[src/rtl/imem_loader_pkg.sv]
// imem_loader_pkg
// Shared definitions for the instruction-memory boot loader:
//   - state_t        : loader FSM state encodings
//   - LEN_BYTES      : bytes in the little-endian word-count header
//   - BYTES_PER_WORD : bytes per instruction word
//   - len_overflow() : true when a header word count exceeds memory capacity
// Optional feature macro: IMEM_LOADER_CHECKSUM_EN (adds the S_CSUM state).

package imem_loader_pkg;

    localparam int LEN_BYTES      = 4;
    localparam int BYTES_PER_WORD = 4;

    typedef enum logic [2:0] {
        S_LEN  = 3'd0,
        S_DATA = 3'd1,
`ifdef IMEM_LOADER_CHECKSUM_EN
        S_CSUM = 3'd2,
`endif
        S_RUN  = 3'd3,
        S_ERR  = 3'd4
    } state_t;

    // A count of exactly 2^addr_w words still fits; only larger counts fail.
    function automatic logic len_overflow(input logic [31:0] n, input int addr_w);
        logic [32:0] limit;
        limit = 33'd1 << addr_w;
        return ({1'b0, n} > limit);
    endfunction

endpackage

[src/rtl/imem_loader_byte_packer.sv]
// byte_packer
// Assembles a byte stream into little-endian 32-bit words.
// Ports:
//   clk, rst          : clock, synchronous active-high reset
//   byte_valid        : a byte is being accepted this cycle
//   byte_data [7:0]   : the byte
//   word [31:0]       : assembled word; valid together with word_valid
//   word_valid        : high for the single cycle in which the 4th byte of a
//                       word is accepted
// The first three bytes of a word are held in lane registers; the 4th byte is
// passed straight through to word[31:24] so the consumer can act on a complete
// word in the same cycle the last byte is accepted.

import imem_loader_pkg::*;

module byte_packer (
    input  logic        clk,
    input  logic        rst,
    input  logic        byte_valid,
    input  logic [7:0]  byte_data,
    output logic [31:0] word,
    output logic        word_valid
);

    logic [1:0] pos_reg;

    always_ff @(posedge clk) begin
        if (rst) begin
            pos_reg <= 2'd0;
        end else if (byte_valid) begin
            pos_reg <= pos_reg + 2'd1;
        end
    end

    genvar gi;
    generate
        for (gi = 0; gi < BYTES_PER_WORD - 1; gi++) begin : g_lane
            logic [7:0] lane_reg;

            always_ff @(posedge clk) begin
                if (rst) begin
                    lane_reg <= 8'd0;
                end else if (byte_valid && (pos_reg == 2'(gi))) begin
                    lane_reg <= byte_data;
                end
            end

            assign word[8*gi +: 8] = lane_reg;
        end
    endgenerate

    assign word[31:24] = byte_data;
    assign word_valid  = byte_valid && (pos_reg == 2'd3);

endmodule

[src/rtl/imem_loader.sv]
// imem_loader
// Boot-time loader: receives a program image as a byte stream, packs it into
// little-endian words, writes them sequentially into instruction memory and
// holds the CPU in reset until the image is complete.
// Image: 4-byte LE word count N, then N*4 payload bytes, then (checksum build
// only) one byte equal to the modulo-256 sum of the payload bytes.
// Optional feature macro: IMEM_LOADER_CHECKSUM_EN.
// Ports:
//   clk, rst                 : clock, synchronous active-high reset
//   rx_data, rx_valid        : incoming image byte stream
//   rx_ready                 : loader can accept a byte (registered)
//   imem_we/waddr/wdata      : registered one-cycle write per word
//   cpu_rst                  : CPU reset, released one cycle after S_RUN
//   load_done, load_err      : registered completion / sticky error flags

import imem_loader_pkg::*;

module imem_loader #(
    parameter int ADDR_W = 16
) (
    input  logic              clk,
    input  logic              rst,
    input  logic [7:0]        rx_data,
    input  logic              rx_valid,
    output logic              rx_ready,
    output logic              imem_we,
    output logic [ADDR_W-1:0] imem_waddr,
    output logic [31:0]       imem_wdata,
    output logic              cpu_rst,
    output logic              load_done,
    output logic              load_err
);

    logic        accept;
    logic [31:0] word;
    logic        word_valid;

    state_t          state_reg;
    logic [ADDR_W:0] word_cnt_reg;
    logic [ADDR_W:0] len_reg;
    logic [ADDR_W:0] word_cnt_inc;

`ifdef IMEM_LOADER_CHECKSUM_EN
    logic [7:0] csum_reg;
`endif

    assign accept       = rx_valid && rx_ready;
    assign word_cnt_inc = word_cnt_reg + 1'b1;

    // One packer serves both the length header and the payload: the header is
    // exactly one word, so the byte position is back at 0 when payload starts.
    byte_packer u_packer (
        .clk        (clk),
        .rst        (rst),
        .byte_valid (accept),
        .byte_data  (rx_data),
        .word       (word),
        .word_valid (word_valid)
    );

    always_ff @(posedge clk) begin
        if (rst) begin
            state_reg    <= S_LEN;
            word_cnt_reg <= '0;
            len_reg      <= '0;
            rx_ready     <= 1'b0;
            imem_we      <= 1'b0;
            imem_waddr   <= '0;
            imem_wdata   <= '0;
            cpu_rst      <= 1'b1;
            load_done    <= 1'b0;
            load_err     <= 1'b0;
`ifdef IMEM_LOADER_CHECKSUM_EN
            csum_reg     <= 8'd0;
`endif
        end else begin
            imem_we   <= 1'b0;
            // Status flags follow the current state, so cpu_rst releases one
            // cycle after S_RUN is entered, after the final word's write edge.
            cpu_rst   <= (state_reg != S_RUN);
            load_done <= (state_reg == S_RUN);
            load_err  <= (state_reg == S_ERR);
            // Ready stays high in the collecting states; transitions into a
            // terminal state below override it so no extra byte is accepted.
            rx_ready  <= (state_reg != S_RUN) && (state_reg != S_ERR);

            case (state_reg)
                S_LEN: begin
                    if (word_valid) begin
                        word_cnt_reg <= '0;
                        if (len_overflow(word, ADDR_W)) begin
                            state_reg <= S_ERR;
                            rx_ready  <= 1'b0;
                        end else if (word == 32'd0) begin
`ifdef IMEM_LOADER_CHECKSUM_EN
                            state_reg <= S_CSUM;
`else
                            state_reg <= S_RUN;
                            rx_ready  <= 1'b0;
`endif
                        end else begin
                            len_reg   <= word[ADDR_W:0];
                            state_reg <= S_DATA;
                        end
                    end
                end

                S_DATA: begin
`ifdef IMEM_LOADER_CHECKSUM_EN
                    if (accept) begin
                        csum_reg <= csum_reg + rx_data;
                    end
`endif
                    if (word_valid) begin
                        imem_we      <= 1'b1;
                        imem_waddr   <= word_cnt_reg[ADDR_W-1:0];
                        imem_wdata   <= word;
                        word_cnt_reg <= word_cnt_inc;
                        if (word_cnt_inc == len_reg) begin
`ifdef IMEM_LOADER_CHECKSUM_EN
                            state_reg <= S_CSUM;
`else
                            state_reg <= S_RUN;
                            rx_ready  <= 1'b0;
`endif
                        end
                    end
                end

`ifdef IMEM_LOADER_CHECKSUM_EN
                S_CSUM: begin
                    if (accept) begin
                        rx_ready  <= 1'b0;
                        state_reg <= (rx_data == csum_reg) ? S_RUN : S_ERR;
                    end
                end
`endif

                S_RUN, S_ERR: begin
                    state_reg <= state_reg;
                end

                default: begin
                    state_reg <= S_ERR;
                    rx_ready  <= 1'b0;
                end
            endcase
        end
    end

endmodule

[config.mk]
export PLATFORM = sky130hd
export DESIGN_NAME = imem_loader
export DESIGN_NICKNAME = d
export VERILOG_FILES = /design/src/rtl/imem_loader_pkg.sv /design/src/rtl/imem_loader_byte_packer.sv /design/src/rtl/imem_loader.sv
export SDC_FILE = /design/constraint.sdc
export NUM_CORES = 1
export LEC_CHECK = 0
export CORE_AREA = 4 4 121 123
export CTS_CLUSTER_SIZE = 30
export DETAILED_ROUTE_END_ITERATION = 16
export DIE_AREA = 0 0 125 127
export MAX_ROUTING_LAYER = met4
export SKIP_LAST_GASP = 1
export SLEW_MARGIN = 20
export SYNTH_ARGS = -nofsm -noshare
export SYNTH_HDL_FRONTEND = slang
export SYNTH_SLANG_ARGS = --single-unit
[constraint.sdc]
create_clock -name clk -period 2.6 [get_ports clk]
set_input_delay 0.39 -clock clk [delete_from_list [all_inputs] [get_ports clk]]
set_output_delay 0.39 -clock clk [all_outputs]
set_load 0.01 [all_outputs]
Word-level counts from Yosys, hierarchy flattened

Cells that the tools add are included.

Bits of input ports: 11
Word-level logic and storage cells: 65
Output and inout bits: 53
Bits in registers: 116

Bitwise logic cells: 4
$add $sub $neg: 2
Eq/ne operators: 12
Reduce and logical (&&, ||, !) cells: 16
Mux-type cells: 16
Order comparisons: 1

Operator list:

| operator                                              | number |
|---|---|
| two-way mux 17 bit                                    | 2 |
| one-hot mux 17 bit (2 select lines)                   | 1 |
| > comparator 32 x 17 -> 1 bit (second input constant) | 1 |
| logical NOT 32 bit                                    | 1 |
| adder 17 x 1 -> 17 bit (second input constant)        | 1 |
| equality test 17 bit                                  | 1 |
| two-way mux 3 bit                                     | 4 |
| one-hot mux 3 bit (3 select lines)                    | 1 |
| AND reduction 4 bit                                   | 2 |
| logical AND 1 bit                                     | 6 |
| two-way mux 1 bit                                     | 6 |
| equality test 2 bit (second input constant)           | 2 |
| != test 2 x 1 -> 1 bit (second input constant)        | 2 |
| inverter 1 bit                                        | 4 |
| OR reduction 2 bit                                    | 2 |
| equality test 3 x 1 -> 1 bit (second input constant)  | 1 |
| equality test 3 x 2 -> 1 bit (second input constant)  | 1 |
| equality test 3 bit (second input constant)           | 1 |
| logical NOT 3 bit                                     | 1 |
| != test 3 x 2 -> 1 bit (second input constant)        | 1 |
| != test 3 bit (second input constant)                 | 1 |
| one-hot mux 1 bit (3 select lines)                    | 1 |
| AND reduction 3 bit                                   | 1 |
| adder 2 x 1 -> 2 bit (second input constant)          | 1 |
| other kinds (6)                                       | 6 |

Logic depth before layout (Yosys ltp)

Depth after elaboration: 6
Gate-level depth with buffers: 10

Hierarchy

From an unflattened synthesis, not the netlist that was laid out.

Cells, all modules: 588
Area total of the unflattened synthesis: 5071.1 µm²

Modules (own cells, without submodules):

| module      | cells each | area each (µm²) | instances | sequential area each (µm²) |
|---|---|---|---|---|
| imem_loader | 479        | 3902.5          | 1         | 1801.7 |
| byte_packer | 109        | 1168.6          | 1         | 520.5 |

Worst setup path before layout

No wires, ideal clock.

Path kind: flip-flop to flip-flop
Start: register word_cnt_reg[0]
End: register rx_ready
Buffers on the path: 0
Required time: 2481 ps
Library setup time: 119 ps
Setup slack: 503 ps
Stages on the path, launching flop included: 8
Arrival: 1979 ps
Clock period less this slack: 2097 ps
Path through: dfxtp_1 ha_1 nand3_2 nor4_4 xor2_1 nand3_1 a221o_1 o221a_1

Word-level cells in the longest chain between the ends: 5

RTL lines:

| item                               | line               | source |
|---|---|---|
| start, declared                    | imem_loader.sv:39  | `logic [ADDR_W:0] word_cnt_reg;` |
| start signal, assigned             | imem_loader.sv:118 | `word_cnt_reg <= word_cnt_inc;` |
| adder 17 x 1 -> 17 bit             | imem_loader.sv:48  | `assign word_cnt_inc = word_cnt_reg + 1'b1;` |
| equality test 17 bit               | imem_loader.sv:119 | `if (word_cnt_inc == len_reg) begin` |
| two-way mux 1 bit                  | imem_loader.sv:119 |  |
| two-way mux 1 bit                  | imem_loader.sv:114 | `if (word_valid) begin` |
| one-hot mux 1 bit (3 select lines) | imem_loader.sv:87  | `case (state_reg)` |
| end signal, assigned               | imem_loader.sv:85  | `rx_ready <= (state_reg != S_RUN) && (state_reg != S_ERR);` |
| end, declared                      | imem_loader.sv:25  | `output logic rx_ready,` |

Every way passes these cells.
A chain may end at the register's enable or synchronous reset.

Worst setup path in the final report

Start: register word_cnt_reg[1]
End: register rx_ready

The elaborated chain is that of the path after synthesis.

==> run_summary.xml <==
<?xml version="1.0" encoding="UTF-8"?>
<metrics>
  <group name="final_layout">
    <metric name="largest_reg_flops" unit="">32</metric>
    <metric name="multi_input_comb_area" unit="µm²">2446</metric>
    <metric name="final_nets" unit="">684</metric>
    <metric name="number_of_non_filler_instances_in_the_completed_layout" unit="">861</metric>
    <metric name="final_util" unit="%">46.98</metric>
    <metric name="postLayoutCellArea" unit="µm²">6420</metric>
    <metric name="post_route_cells_drive_above_1_share" unit="%">9.985</metric>
    <metric name="diodes" unit="">0</metric>
    <metric name="fillerInstances" unit="">1366</metric>
    <metric name="area_taken_by_flip_flops_and_latches" unit="µm²">2322</metric>
    <metric name="syn_to_final_growth" unit="%">29.51</metric>
  </group>
  <group name="die">
    <metric name="die_h" unit="µm">127</metric>
    <metric name="std_cell_rows" unit="">43</metric>
    <metric name="design.portCount" unit="">64</metric>
    <metric name="die-area" unit="µm²">15880</metric>
    <metric name="start_util" unit="%">36.28</metric>
    <metric name="floorplan.core_area" unit="µm²">13670</metric>
    <metric name="die_width" unit="µm">125</metric>
  </group>
  <group name="placed_design">
    <metric name="preCtsSetupSlack" unit="ns">0.09402</metric>
    <metric name="placedInstanceArea" unit="µm²">5802</metric>
    <metric name="place.detailed.instances" unit="">829</metric>
    <metric name="hpwl" unit="mm">9.020</metric>
    <metric name="port_buffers" unit="">63</metric>
    <metric name="routabilityCongestion" unit="">0.8505</metric>
  </group>
  <group name="drt">
    <metric name="route.detailed.wl_per_inst" unit="µm">14.82</metric>
    <metric name="totalWireLength" unit="mm">12.76</metric>
    <metric name="route.vias.total" unit="">4345</metric>
    <metric name="drc_violations" unit="">0</metric>
    <metric name="vias_per_cell" unit="">5.046</metric>
    <metric name="first_pass_iters" unit="">5</metric>
    <metric name="drt_iter0_markers" unit="">195</metric>
    <metric name="antenna_left" unit="">0</metric>
  </group>
  <group name="logic_synthesis">
    <metric name="synthDistinctLibCells" unit="">52</metric>
    <metric name="post_synth_inst_count" unit="">606</metric>
    <metric name="synthesis.area" unit="µm²">4957</metric>
    <metric name="synth_area_leaders" unit="">dfxtp_1, nand2_1, a21oi_1</metric>
    <metric name="synth_top_area_share" unit="%">46.85</metric>
    <metric name="postSynthAreaPerCell" unit="µm²">8.180</metric>
    <metric name="synthFlopType" unit="">dfxtp_1</metric>
    <metric name="synth-edff-count" unit="">0</metric>
    <metric name="yosysTopAreaCell" unit="">dfxtp_1</metric>
    <metric name="synth_sequential_area_ratio" unit="%">46.85</metric>
    <metric name="warnings_from_yosys" unit="">0</metric>
    <metric name="fraction_of_registers_with_async_set_or_reset_after_synthesis" unit="%">0</metric>
    <metric name="ys_seq_elements" unit="">116</metric>
    <metric name="mappedNetlistNets" unit="">622</metric>
  </group>
  <group name="clock_tree">
    <metric name="cts_buffers" unit="">17</metric>
    <metric name="ctsHtreeMaxLevel" unit="">4</metric>
    <metric name="clock_insertion_delay_worst_skew" unit="ns">0.42</metric>
    <metric name="clock_tree.buffer_depth" unit="">2</metric>
    <metric name="clk_transition_reported_paths" unit="ns">0.05</metric>
    <metric name="cts_post_setup_buffers_inserted" unit="">0</metric>
    <metric name="clock_sinks" unit="">116</metric>
    <metric name="cts_tree" unit="">built</metric>
    <metric name="library_cell_used_as_clock_root_buffer" unit="">clkbuf_16</metric>
  </group>
  <group name="sta">
    <metric name="report.final.hold_viol_count" unit="">0</metric>
    <metric name="final.min_clock_period" unit="ns">2.381</metric>
    <metric name="clock-skew-final" unit="ns">0.004597</metric>
    <metric name="worst_slack" unit="ns">0.2191</metric>
    <metric name="post-route-period-util" unit="%">91.57</metric>
    <metric name="setup_total_negative_slack" unit="ns">0</metric>
    <metric name="drv_slew" unit="">0</metric>
    <metric name="report.final.setup_viol" unit="">0</metric>
    <metric name="max_slew_headroom" unit="%">42.57</metric>
    <metric name="rsz_0062_raised_after_global_routing" unit="">no</metric>
    <metric name="fmax" unit="MHz">420.0</metric>
    <metric name="worstMarginPinSlew" unit="ns">0.8614</metric>
  </group>
  <group name="power">
    <metric name="share_seq_of_total_power" unit="%">41.6</metric>
    <metric name="power.leakage" unit="nW">2.347</metric>
    <metric name="power.switching_fraction" unit="%">20.46</metric>
    <metric name="power_per_cell_area" unit="nW/µm²">677.9</metric>
    <metric name="switching_power" unit="µW">890.5</metric>
    <metric name="clock_power_share" unit="%">55.6</metric>
    <metric name="p_int" unit="mW">3.461</metric>
    <metric name="worst_ir_drop_vdd" unit="mV">0.3701</metric>
    <metric name="comb_power_share" unit="%">2.9</metric>
  </group>
  <group name="worst_setup_path">
    <metric name="timing.critical_path.fanout_max" unit="">7</metric>
    <metric name="cp_data_required_time" unit="ns">2.90</metric>
    <metric name="timing_worst_setup_path_type" unit="">reg -&gt; reg</metric>
    <metric name="startpoint_type" unit="">flop</metric>
    <metric name="cp-end-kind" unit="">flop</metric>
    <metric name="worst_ep_arrival_time" unit="ns">2.68</metric>
  </group>
  <group name="hold_path">
    <metric name="hold_path.class" unit="">in -&gt; reg</metric>
  </group>
  <group name="global_route">
    <metric name="grt_start_max_net_pins" unit="">87</metric>
    <metric name="antenna_found_initial" unit="">0</metric>
    <metric name="number_of_global_route_vias_before_repair" unit="">4471</metric>
    <metric name="grt_first_pass_wirelength" unit="mm">22.28</metric>
    <metric name="grt_overflow_total" unit="">0</metric>
    <metric name="grt_use_total" unit="%">17.57</metric>
  </group>
  <group name="run">
    <metric name="max_cap_violations" unit="">0</metric>
  </group>
  <group name="outcome">
    <metric name="outcome" unit="">completed</metric>
  </group>
</metrics>
## worst max-delay path, stage by stage (launching register included)
cell	delay, ns
dfxtp_1	0.44
ha_2	0.32
nand3_2	0.19
nor4_4	0.38
xor2_1	0.19
nand3_1	0.13
a221o_1	0.37
o221a_1	0.24
## cells in the final DEF (no fill, tap or decap), types with 4 or more instances in the layout
| cell | count |
|---|---|
| a21oi_1 | 74 |
| and3_1 | 6 |
| buf_4 | 22 |
| bufinv_16 | 4 |
| clkbuf_1 | 4 |
| clkbuf_16 | 17 |
| clkdlybuf4s50_1 | 62 |
| clkinv_2 | 4 |
| dfxtp_1 | 116 |
| ha_1 | 4 |
| inv_1 | 6 |
| mux2i_1 | 25 |
| nand2_1 | 150 |
| nand3_1 | 12 |
| nor2_1 | 46 |
| nor3_1 | 6 |
| nor4_1 | 14 |
| o21ai_0 | 26 |
| o31ai_1 | 6 |
| or3_1 | 4 |
| xnor2_1 | 18 |
## routing by layer
metal / part of all wire, % / vias up / track usage [%]
li1: - / 2204 / -
met1: 47 / 2024 / 21.26
met2: 48 / 94 / 28.25
met3: 3.5 / 23 / 4.724
met4: 1.9 / 0 / 6.633
met5: 0 / - / -
## power groups by stage
stage	clock network (mW)	logic, mW	registers (mW)
CTS	2.45	0.126	1.81
global route	2.54	0.139	1.81
finish	2.42	0.124	1.81
global placement	0	0.122	1.85
detailed placement	0	0.125	1.85
floorplan	0	0.0754	1.84
## cell families after synthesis
family	after synthesis	synth area share [%]
flops	116	46.85
buf+inv	49	4.089
compound gates	123	13.88
simple gates	266	24.94
xor+xnor	21	3.710
fa+ha+maj	5	1.262
mux	26	5.275
## repair_timing
action / 4_1_cts / 5_1_grt
hold buffers: 0 / 0
gates resized for setup: 0 / 2
endpoints found under the setup margin: 0 / 1
## Yosys cell counts (all sizes together), types with 2 or more instances
| cell type | instances |
|---|---|
| ha | 5 |
| o21ai | 26 |
| xnor2 | 18 |
| nand4 | 4 |
| o31ai | 6 |
| nand2b | 2 |
| nor4 | 17 |
| or3 | 4 |
| or2 | 2 |
| nor3 | 7 |
| buf | 16 |
| a21o | 2 |
| mux2i | 25 |
| inv | 7 |
| o22ai | 2 |
| and4 | 2 |
| o2111ai | 3 |
| a21oi | 74 |
| xor2 | 3 |
| dfxtp | 116 |
| nor2b | 2 |
| and3 | 7 |
| nand2 | 150 |
| nor3b | 2 |
| nor2 | 46 |
| nand3b | 2 |
| nand3 | 16 |
| clkbuf | 26 |
## through the flow
step | hold slack, ns | power, mW
finish | 0.3369 | 4.352
global route | 0.3805 | 4.488
CTS | 0.3339 | 4.387
detailed placement | 0.4470 | 1.972
global placement | 0.4467 | 1.968
floorplan | 0.4433 | 1.915
## final timing paths
check	to	slack (ns)	cells past startpoint	from
setup / recovery	rx_ready$_SDFF_PP0_	0.22	7	word_cnt_reg[1]$_SDFFE_PP0P_
setup reg to reg	rx_ready$_SDFF_PP0_	0.22	7	word_cnt_reg[1]$_SDFFE_PP0P_
hold / removal	word_cnt_reg[2]$_SDFFE_PP0P_	0.34	2	rst
hold reg to reg	imem_waddr[7]$_SDFFE_PP0P_	0.45	2	imem_waddr[7]$_SDFFE_PP0P_
## cell type report
class	count	area share, %
Clock buffer	22	7.075
Tap cell	180	3.508
Multi-Input combinational cell	441	38.10
Sequential cell	116	36.17
Inverter	7	0.4093
Clock inverter	10	2.417
Timing Repair Buffer	85	12.32
Note: power is estimated with default switching activity, not from simulation.
